--- src/rtl/axil_settings_pkg.sv ---
// Shared FSM state types and AXI response codes for the AXI-Lite settings bridge.
package axil_settings_pkg;

    typedef enum logic [1:0] {
        W_IDLE,
        W_STB,
        W_RESP
    } w_state_t;

    typedef enum logic [1:0] {
        R_IDLE,
        R_FETCH,
        R_RESP
    } r_state_t;

    localparam logic [1:0] RESP_OKAY   = 2'b00;
    localparam logic [1:0] RESP_SLVERR = 2'b10;

endpackage

--- src/rtl/axil_settings_bridge.sv ---
// AXI4-Lite slave that turns writes into one-cycle settings-bus strobes and reads into register-bank fetches.
// Optional: define AXIL_SETTINGS_STRB_CHECK_EN to reject partial-strobe writes with SLVERR and no strobe.
module axil_settings_bridge
    import axil_settings_pkg::*;
#(
    parameter int C_DATAWIDTH = 32,
    parameter int C_ADDRWIDTH = 32
) (
    input  logic                       clk,
    input  logic                       rst,
    input  logic [C_ADDRWIDTH-1:0]     s_axi_awaddr,
    input  logic                       s_axi_awvalid,
    output logic                       s_axi_awready,
    input  logic [C_DATAWIDTH-1:0]     s_axi_wdata,
    input  logic [C_DATAWIDTH/8-1:0]   s_axi_wstrb,
    input  logic                       s_axi_wvalid,
    output logic                       s_axi_wready,
    output logic [1:0]                 s_axi_bresp,
    output logic                       s_axi_bvalid,
    input  logic                       s_axi_bready,
    input  logic [C_ADDRWIDTH-1:0]     s_axi_araddr,
    input  logic                       s_axi_arvalid,
    output logic                       s_axi_arready,
    output logic [C_DATAWIDTH-1:0]     s_axi_rdata,
    output logic [1:0]                 s_axi_rresp,
    output logic                       s_axi_rvalid,
    input  logic                       s_axi_rready,
    output logic [C_DATAWIDTH-1:0]     set_data,
    output logic [C_ADDRWIDTH-1:0]     set_addr,
    output logic                       set_stb,
    output logic [C_ADDRWIDTH-1:0]     get_addr,
    input  logic [C_DATAWIDTH-1:0]     get_data
);

    w_state_t w_state;
    r_state_t r_state;

    logic                     aw_have, w_have;
    logic [C_ADDRWIDTH-1:0]   aw_addr_q;
    logic [C_DATAWIDTH-1:0]   w_data_q;
    logic [C_DATAWIDTH/8-1:0] w_strb_q;

    logic                     aw_fire, w_fire, ar_fire;
    logic                     aw_next, w_next;
    logic [C_ADDRWIDTH-1:0]   addr_sel;
    logic [C_DATAWIDTH-1:0]   data_sel;
    logic [C_DATAWIDTH/8-1:0] strb_sel;
    logic                     strb_ok;

    assign aw_fire = s_axi_awvalid && s_axi_awready;
    assign w_fire  = s_axi_wvalid && s_axi_wready;
    assign ar_fire = s_axi_arvalid && s_axi_arready;
    assign aw_next = aw_have || aw_fire;
    assign w_next  = w_have || w_fire;

    // A channel arriving on the completing edge is taken straight from the bus.
    assign addr_sel = aw_fire ? s_axi_awaddr : aw_addr_q;
    assign data_sel = w_fire ? s_axi_wdata : w_data_q;
    assign strb_sel = w_fire ? s_axi_wstrb : w_strb_q;

`ifdef AXIL_SETTINGS_STRB_CHECK_EN
    assign strb_ok = &strb_sel;
`else
    // Strobes are ignored; the OR keeps the strobe path read so nothing dangles.
    assign strb_ok = (&strb_sel) | 1'b1;
`endif

    // NOTE: state registers use non-blocking assignments so every flop samples pre-edge values.
    always_ff @(posedge clk) begin
        if (rst) begin
            w_state       <= W_IDLE;
            aw_have       <= 1'b0;
            w_have        <= 1'b0;
            aw_addr_q     <= '0;
            w_data_q      <= '0;
            w_strb_q      <= '0;
            s_axi_awready <= 1'b0;
            s_axi_wready  <= 1'b0;
            s_axi_bvalid  <= 1'b0;
            s_axi_bresp   <= RESP_OKAY;
            set_stb       <= 1'b0;
            set_addr      <= '0;
            set_data      <= '0;
        end else begin
            case (w_state)
                W_IDLE: begin
                    if (aw_fire) aw_addr_q <= s_axi_awaddr;
                    if (w_fire) begin
                        w_data_q <= s_axi_wdata;
                        w_strb_q <= s_axi_wstrb;
                    end
                    if (aw_next && w_next) begin
                        w_state       <= W_STB;
                        aw_have       <= 1'b0;
                        w_have        <= 1'b0;
                        s_axi_awready <= 1'b0;
                        s_axi_wready  <= 1'b0;
                        set_addr      <= addr_sel;
                        set_data      <= data_sel;
                        set_stb       <= strb_ok;
                        s_axi_bresp   <= strb_ok ? RESP_OKAY : RESP_SLVERR;
                    end else begin
                        aw_have       <= aw_next;
                        w_have        <= w_next;
                        s_axi_awready <= !aw_next;
                        s_axi_wready  <= !w_next;
                    end
                end
                W_STB: begin
                    set_stb      <= 1'b0;
                    s_axi_bvalid <= 1'b1;
                    w_state      <= W_RESP;
                end
                W_RESP: begin
                    if (s_axi_bready) begin
                        s_axi_bvalid  <= 1'b0;
                        s_axi_awready <= 1'b1;
                        s_axi_wready  <= 1'b1;
                        w_state       <= W_IDLE;
                    end
                end
                default: w_state <= W_IDLE;
            endcase
        end
    end

    // Read side: address out in R_FETCH, bank reply captured on the following edge.
    always_ff @(posedge clk) begin
        if (rst) begin
            r_state       <= R_IDLE;
            s_axi_arready <= 1'b0;
            s_axi_rvalid  <= 1'b0;
            s_axi_rdata   <= '0;
            s_axi_rresp   <= RESP_OKAY;
            get_addr      <= '0;
        end else begin
            case (r_state)
                R_IDLE: begin
                    if (ar_fire) begin
                        get_addr      <= s_axi_araddr;
                        s_axi_arready <= 1'b0;
                        r_state       <= R_FETCH;
                    end else begin
                        s_axi_arready <= 1'b1;
                    end
                end
                R_FETCH: begin
                    s_axi_rdata  <= get_data;
                    s_axi_rresp  <= RESP_OKAY;
                    s_axi_rvalid <= 1'b1;
                    r_state      <= R_RESP;
                end
                R_RESP: begin
                    if (s_axi_rready) begin
                        s_axi_rvalid  <= 1'b0;
                        s_axi_arready <= 1'b1;
                        r_state       <= R_IDLE;
                    end
                end
                default: r_state <= R_IDLE;
            endcase
        end
    end

endmodule

--- config.mk ---
export PLATFORM = sky130hd
export DESIGN_NAME = axil_settings_bridge
export DESIGN_NICKNAME = d
export VERILOG_FILES = /design/src/rtl/axil_settings_pkg.sv /design/src/rtl/axil_settings_bridge.sv
export SDC_FILE = /design/constraint.sdc
export NUM_CORES = 1
export LEC_CHECK = 0
export BUFFER_PORTS_ARGS = -buffer_cell sky130_fd_sc_hd__buf_2
export CORE_ASPECT_RATIO = 1.1
export CORE_MARGIN = 5
export CORE_UTILIZATION = 30
export CTS_CLUSTER_DIAMETER = 100
export DETAILED_ROUTE_END_ITERATION = 16
export PLACE_DENSITY = 0.61
export SETUP_SLACK_MARGIN = 0.02
export SLEW_MARGIN = 20
export SYNTH_ARGS = -nofsm -noshare
export SYNTH_HDL_FRONTEND = slang
export SYNTH_SLANG_ARGS = --single-unit
--- constraint.sdc ---
create_clock -name clk -period 2.7 [get_ports clk]
set_input_delay 0.405 -clock clk [delete_from_list [all_inputs] [get_ports clk]]
set_output_delay 0.405 -clock clk [all_outputs]
set_load 0.1 [all_outputs]
; ---- Word level (Yosys, flattened, before mapping)
; Cells that the tools add are included.
[op_classes]
n_eq_ne = 8
muxes = 24
reduce_logical = 24
[op_table]
columns = operator, count
row1 = $mux 32, 2
row2 = $reduce_and 2->1, 9
row3 = $pmux 1 s2, 6
row4 = $pmux 2 s3, 2
row5 = $mux 1, 10
row6 = $reduce_bool 2->1, 5
row7 = $mux 2, 4
row8 = $ne 2x2->1 const B, 4
row9 = $eq 2x1->1 const B, 2
row10 = $eq 2x2->1 const B, 2
row11 = $logic_and 1x1->1, 4
row12 = $logic_not 2->1, 2
row13 = $logic_not 1->1, 2
row14 = $logic_or 1x1->1, 2
[word_totals]
ff_bits = 204
inputBits = 139
out_inout_bits = 138
elab_cells = 72

; ---- Logic depth before layout (Yosys ltp)
[logic_depth]
ltp_word = 5
mapped_depth = 6
depth_no_buf = 3

; ---- Worst setup path after synthesis
; OpenSTA, ideal clock, no wires.
[synth_path]
path_type = flip-flop to flip-flop
start = reg s_axi_awready
end = reg set_addr[21]
setup_time_ps = 96
arrival_ps = 1892
t_required_ps = 2604
slack_ps = 712
path_stages_with_launch = 5
path_buffers = 1
synth_period_minus_slack_ps = 1988
path_cell_list = dfxtp_1 > nand2_1 > buf_4 > mux2i_1 > a221oi_1
[synth_via]
elab_chain_len = 4
elab_cells_between_ends = 5
cone_classes = mux (1) / reduce/logical (4)
[synth_rtl]
columns = item, line_no
row1 = "start, declared", axil_settings_bridge.sv:13  ; output logic s_axi_awready,
row2 = "start signal, assigned", axil_settings_bridge.sv:105  ; s_axi_awready <= !aw_next;
row3 = $logic_and 1x1->1 *, axil_settings_bridge.sv:50  ; assign aw_fire = s_axi_awvalid && s_axi_awready;
row4 = $logic_or 1x1->1, axil_settings_bridge.sv:53  ; assign aw_next = aw_have || aw_fire;
row5 = $logic_and 1x1->1, axil_settings_bridge.sv:92  ; if (aw_next && w_next) begin
row6 = $reduce_and 2->1 (no source line), -
row7 = "end signal, assigned", axil_settings_bridge.sv:98  ; set_addr <= addr_sel;
row8 = "end, declared", axil_settings_bridge.sv:29  ; output logic [C_ADDRWIDTH-1:0] set_addr,
; Every way passes the cells marked *; elsewhere a longest branch is shown, timed or not.
; A chain may end at the register's enable or synchronous reset.

; ---- Worst setup path after layout
[layout_path]
start = reg w_state[1]
end = reg set_addr[0]
[layout_via]
elab_chain_len = 2
[layout_rtl]
columns = item, line_no
row1 = "start, declared", axil_settings_bridge.sv:35  ; w_state_t w_state;
row2 = "start signal, assigned", axil_settings_bridge.sv:71  ; w_state <= W_IDLE;
row3 = "start signal, assigned", axil_settings_bridge.sv:93  ; w_state <= W_STB;
row4 = "start signal, assigned", axil_settings_bridge.sv:112  ; w_state <= W_RESP;
row5 = $logic_not 2->1, axil_settings_bridge.sv:85  ; case (w_state)
row6 = $reduce_and 2->1 (no source line), -
; Every way passes these cells.

==> impl_results.md <==
- Status: complete, no violations
- Cells after synthesis: 979
- #FFs+latches synth: around 200
- Vias per std cell: ~4.6
- Simple-Gate Fraction of Synth Area: 18.4%
- Clock skew: 11.6 ps
- Die Ht: 188 um
- Deepest clock path buffer count: 3
- Cell taking the most area after synthesis: dfxtp_1
- Placed inst area: approximately 10000 um2
- Startpoint Class: flop
- GRT Total Usage: between 10 and 15%
- Final TNS setup: 0 ps
- DRC viols: 0
- GRT overflow: 0
- Max Fclk: 538 MHz
- Yosys warning count: 0
- Worst slew margin: 29.2%
- Clock latency on the worst-skew pair: 510 ps
- Worst-path cell chain: nor2_4, nand3b_4, buf_12, a221oi_1
- Vias in the first global route: 7373
- Minimum clock period: 1860 ps
- Post-detail-place hpwl: around 16 mm
- # setup viols final: 0
- Power per Cell Area: 770 nW/um2
- Final GP Congestion: ~0.80
- Vias post-DR: 7365
- Clock Pin Slew Worst Setup and Hold Paths: around 60 ps
- Layout area overhead: 27.0%
- Wire per inst: approximately 15 um
- Delay-heaviest family, CP: simple AND/OR/NAND/NOR gates
- Leading cell type in the layout, fill and taps excluded: buf_2
- H-tree levels: 1
- Starting Density: 30.2%
- Number of core rows: 65
- Clock sinks: around 200
- Clock buffer count from CTS: 24
- CP Buf/Inv Count: 1
- NumNets Final: between 1000 and 1500
- Die X: around 170 um
- Critical path endpoint category: flop
- I/O Buffers: approximately 270
- IR drop worst, VDD: 439 uV
- Die Area: 32100 um2
- Layout cells sized above 1: 30.8%
- Pre-antenna DRT Iters: 4
- Mean post-synth cell area: roughly 8.8 um2
- Adder-cell area share of the yosys netlist: 0%
- Period utilization: roughly 69%
- Post-cts resize count: 0
- ANT nets after route: 0
- Post-CTS Setup Repair Bufs: 0
- Top post-synthesis cells by area: dfxtp_1 48%, nand2_1 11%, a21oi_1 7.8%
- Hold Vio Cnt, Final: 0
- Leakage power: roughly 4.7 nW
- Max Cap Viol: 0
- Largest net degree at the start of global routing: between 60 and 70
- Slowest cell on crit path: dfxtp_1
- Yosys cell types: 30
- Root buf cell: clkbuf_16
- HP Class: in -> reg
- Num ports: approximately 280
- First-pass GRT wire length: between 30 and 40 mm
- Mapped cell area: between 8000 and 9000 um2
- Post-Route WL: between 20 and 25 mm
- Xor/xnor share of the synthesized area: 0%
- CTS tree: built
- Initial antenna violation count: 4
- Synth top area share: a little under half
- Final instance area: approximately 11000 um2
- Post-synthesis compound-gate area fraction: 17.8%
- Core ar.: 28500 um2
- Worst-path maximum fanout: 29
- Seq/Total Area, Yosys: 47.5%
- Critical path type: reg -> reg
- Final max-slew violation count: 0
- Starting DRT DRC Count: 407
- Main combinational cell family by area after synthesis: simple AND/OR/NAND/NOR gates
- RSZ-0062 raised after global routing: no
- Hold buffer count at cts: 0
- Post-synthesis mux area share: ~7.5%
- Crit path required time: ~3100 ps
- Most frequent cells in the layout: 267 x buf_2, 257 x nand2_1, 204 x dfxtp_1
- Crit path largest cell delay: roughly 470 ps
- Worst Path Arrival: 2270 ps
- Tightest Pin Transition: 1060 ps
==> power by group <==
part / switching [mW] / internal, mW / total (mW)
registers: 0.100 / 3.20 / 3.30
logic: 1.55 / 0.473 / 2.03
clock network: 1.27 / 1.81 / 3.08
==> synthesized netlist by cell type <==
cell type,n
nand4bb_1,3
or2b_1,3
buf_1,5
a211oi_1,2
o21ai_0,2
nand3_1,2
a221oi_1,23
a21o_1,1
a21oi_1,134
nor3_2,1
inv_1,68
clkbuf_1,27
dfxtp_1,204
and2_1,1
nor2_1,6
nand3b_4,1
a21oi_2,1
nor3_1,5
buf_2,30
buf_4,13
nand2b_1,65
buf_6,12
nor2_4,1
nor4bb_1,3
a221oi_2,41
mux2i_1,64
conb_1,1
nor2b_1,1
nand2_2,1
nand2_1,258
==> state kept, by name, summed over array words and instances, names as in the netlist <==
signal and flops:
w_data_q 32, s_axi_arready 1, w_have 1, get_addr 32, s_axi_awready 1, aw_have 1, set_data 32, set_stb 1
s_axi_wready 1, w_state 2, s_axi_rdata 32, set_addr 32, s_axi_bvalid 1, r_state 2, s_axi_rvalid 1, aw_addr_q 32
==> area by class of cell <==
type	count	area (um2)
fillers	2924	17500
flip-flops and latches	204	4080
multi-input cells	623	3830
well taps	368	460
clock buffers	36	707
repair buffers	288	1540
clock inverters	7	48.8
inverters	68	255
diodes	1	2.50
==> worst min-delay path, delay by kind of cell <==
family	cells	cell delay [ps]
buf+inv	1	90
compound gates	1	50
simple gates	1	40
==> kinds of logic (layout without fill, tap and decap cells) <==
kind of cell | Yosys count | count (layout)
other | 1 | 5
AOI/OAI and AO/OA | 204 | 204
buffers and inverters | 155 | 399
muxes | 64 | 64
DFF | 204 | 204
and+or+nand+nor | 351 | 351
==> final timing paths <==
kind / depth (start not counted) / slack [ps] / startpoint / end
worst max-delay path: 4 / 840 / w_state[1] / set_addr[0]
worst min register to register: 2 / 450 / w_data_q[31] / w_data_q[31]
worst min-delay path: 3 / 130 / s_axi_araddr[11] / get_addr[11]
worst max register to register: 4 / 840 / w_state[1] / set_addr[0]
==> metal layers <==
layer  GRT usage, %  part of all wire, %  wire [um]  up-vias
met5              0                 0.16         39        -
met4           5.61                  3.5        829        6
met3           4.64                  9.0       2130       48
met2           24.1                   46      11000      234
met1           16.7                   41       9780     3370
li1               -                    -          -     3707
==> through the flow <==
step / setup slack [ps] / utilization, % / std cells / total power, mW / hold WS [ps]
3_5_place_dp: 739 / 35.7 / 1551 / 5.42 / 441
2_1_floorplan: 712 / - / 982 / 5.02 / 431
4_1_cts: 793 / 38.4 / 1594 / 8.56 / 94.9
5_1_grt: 662 / 38.4 / 1595 / 8.81 / 110
6_report: 840 / 38.4 / 1595 / 8.41 / 130
3_3_place_gp: 817 / 35.7 / 1551 / 5.40 / 436
Note: power is estimated with default switching activity, not from simulation.
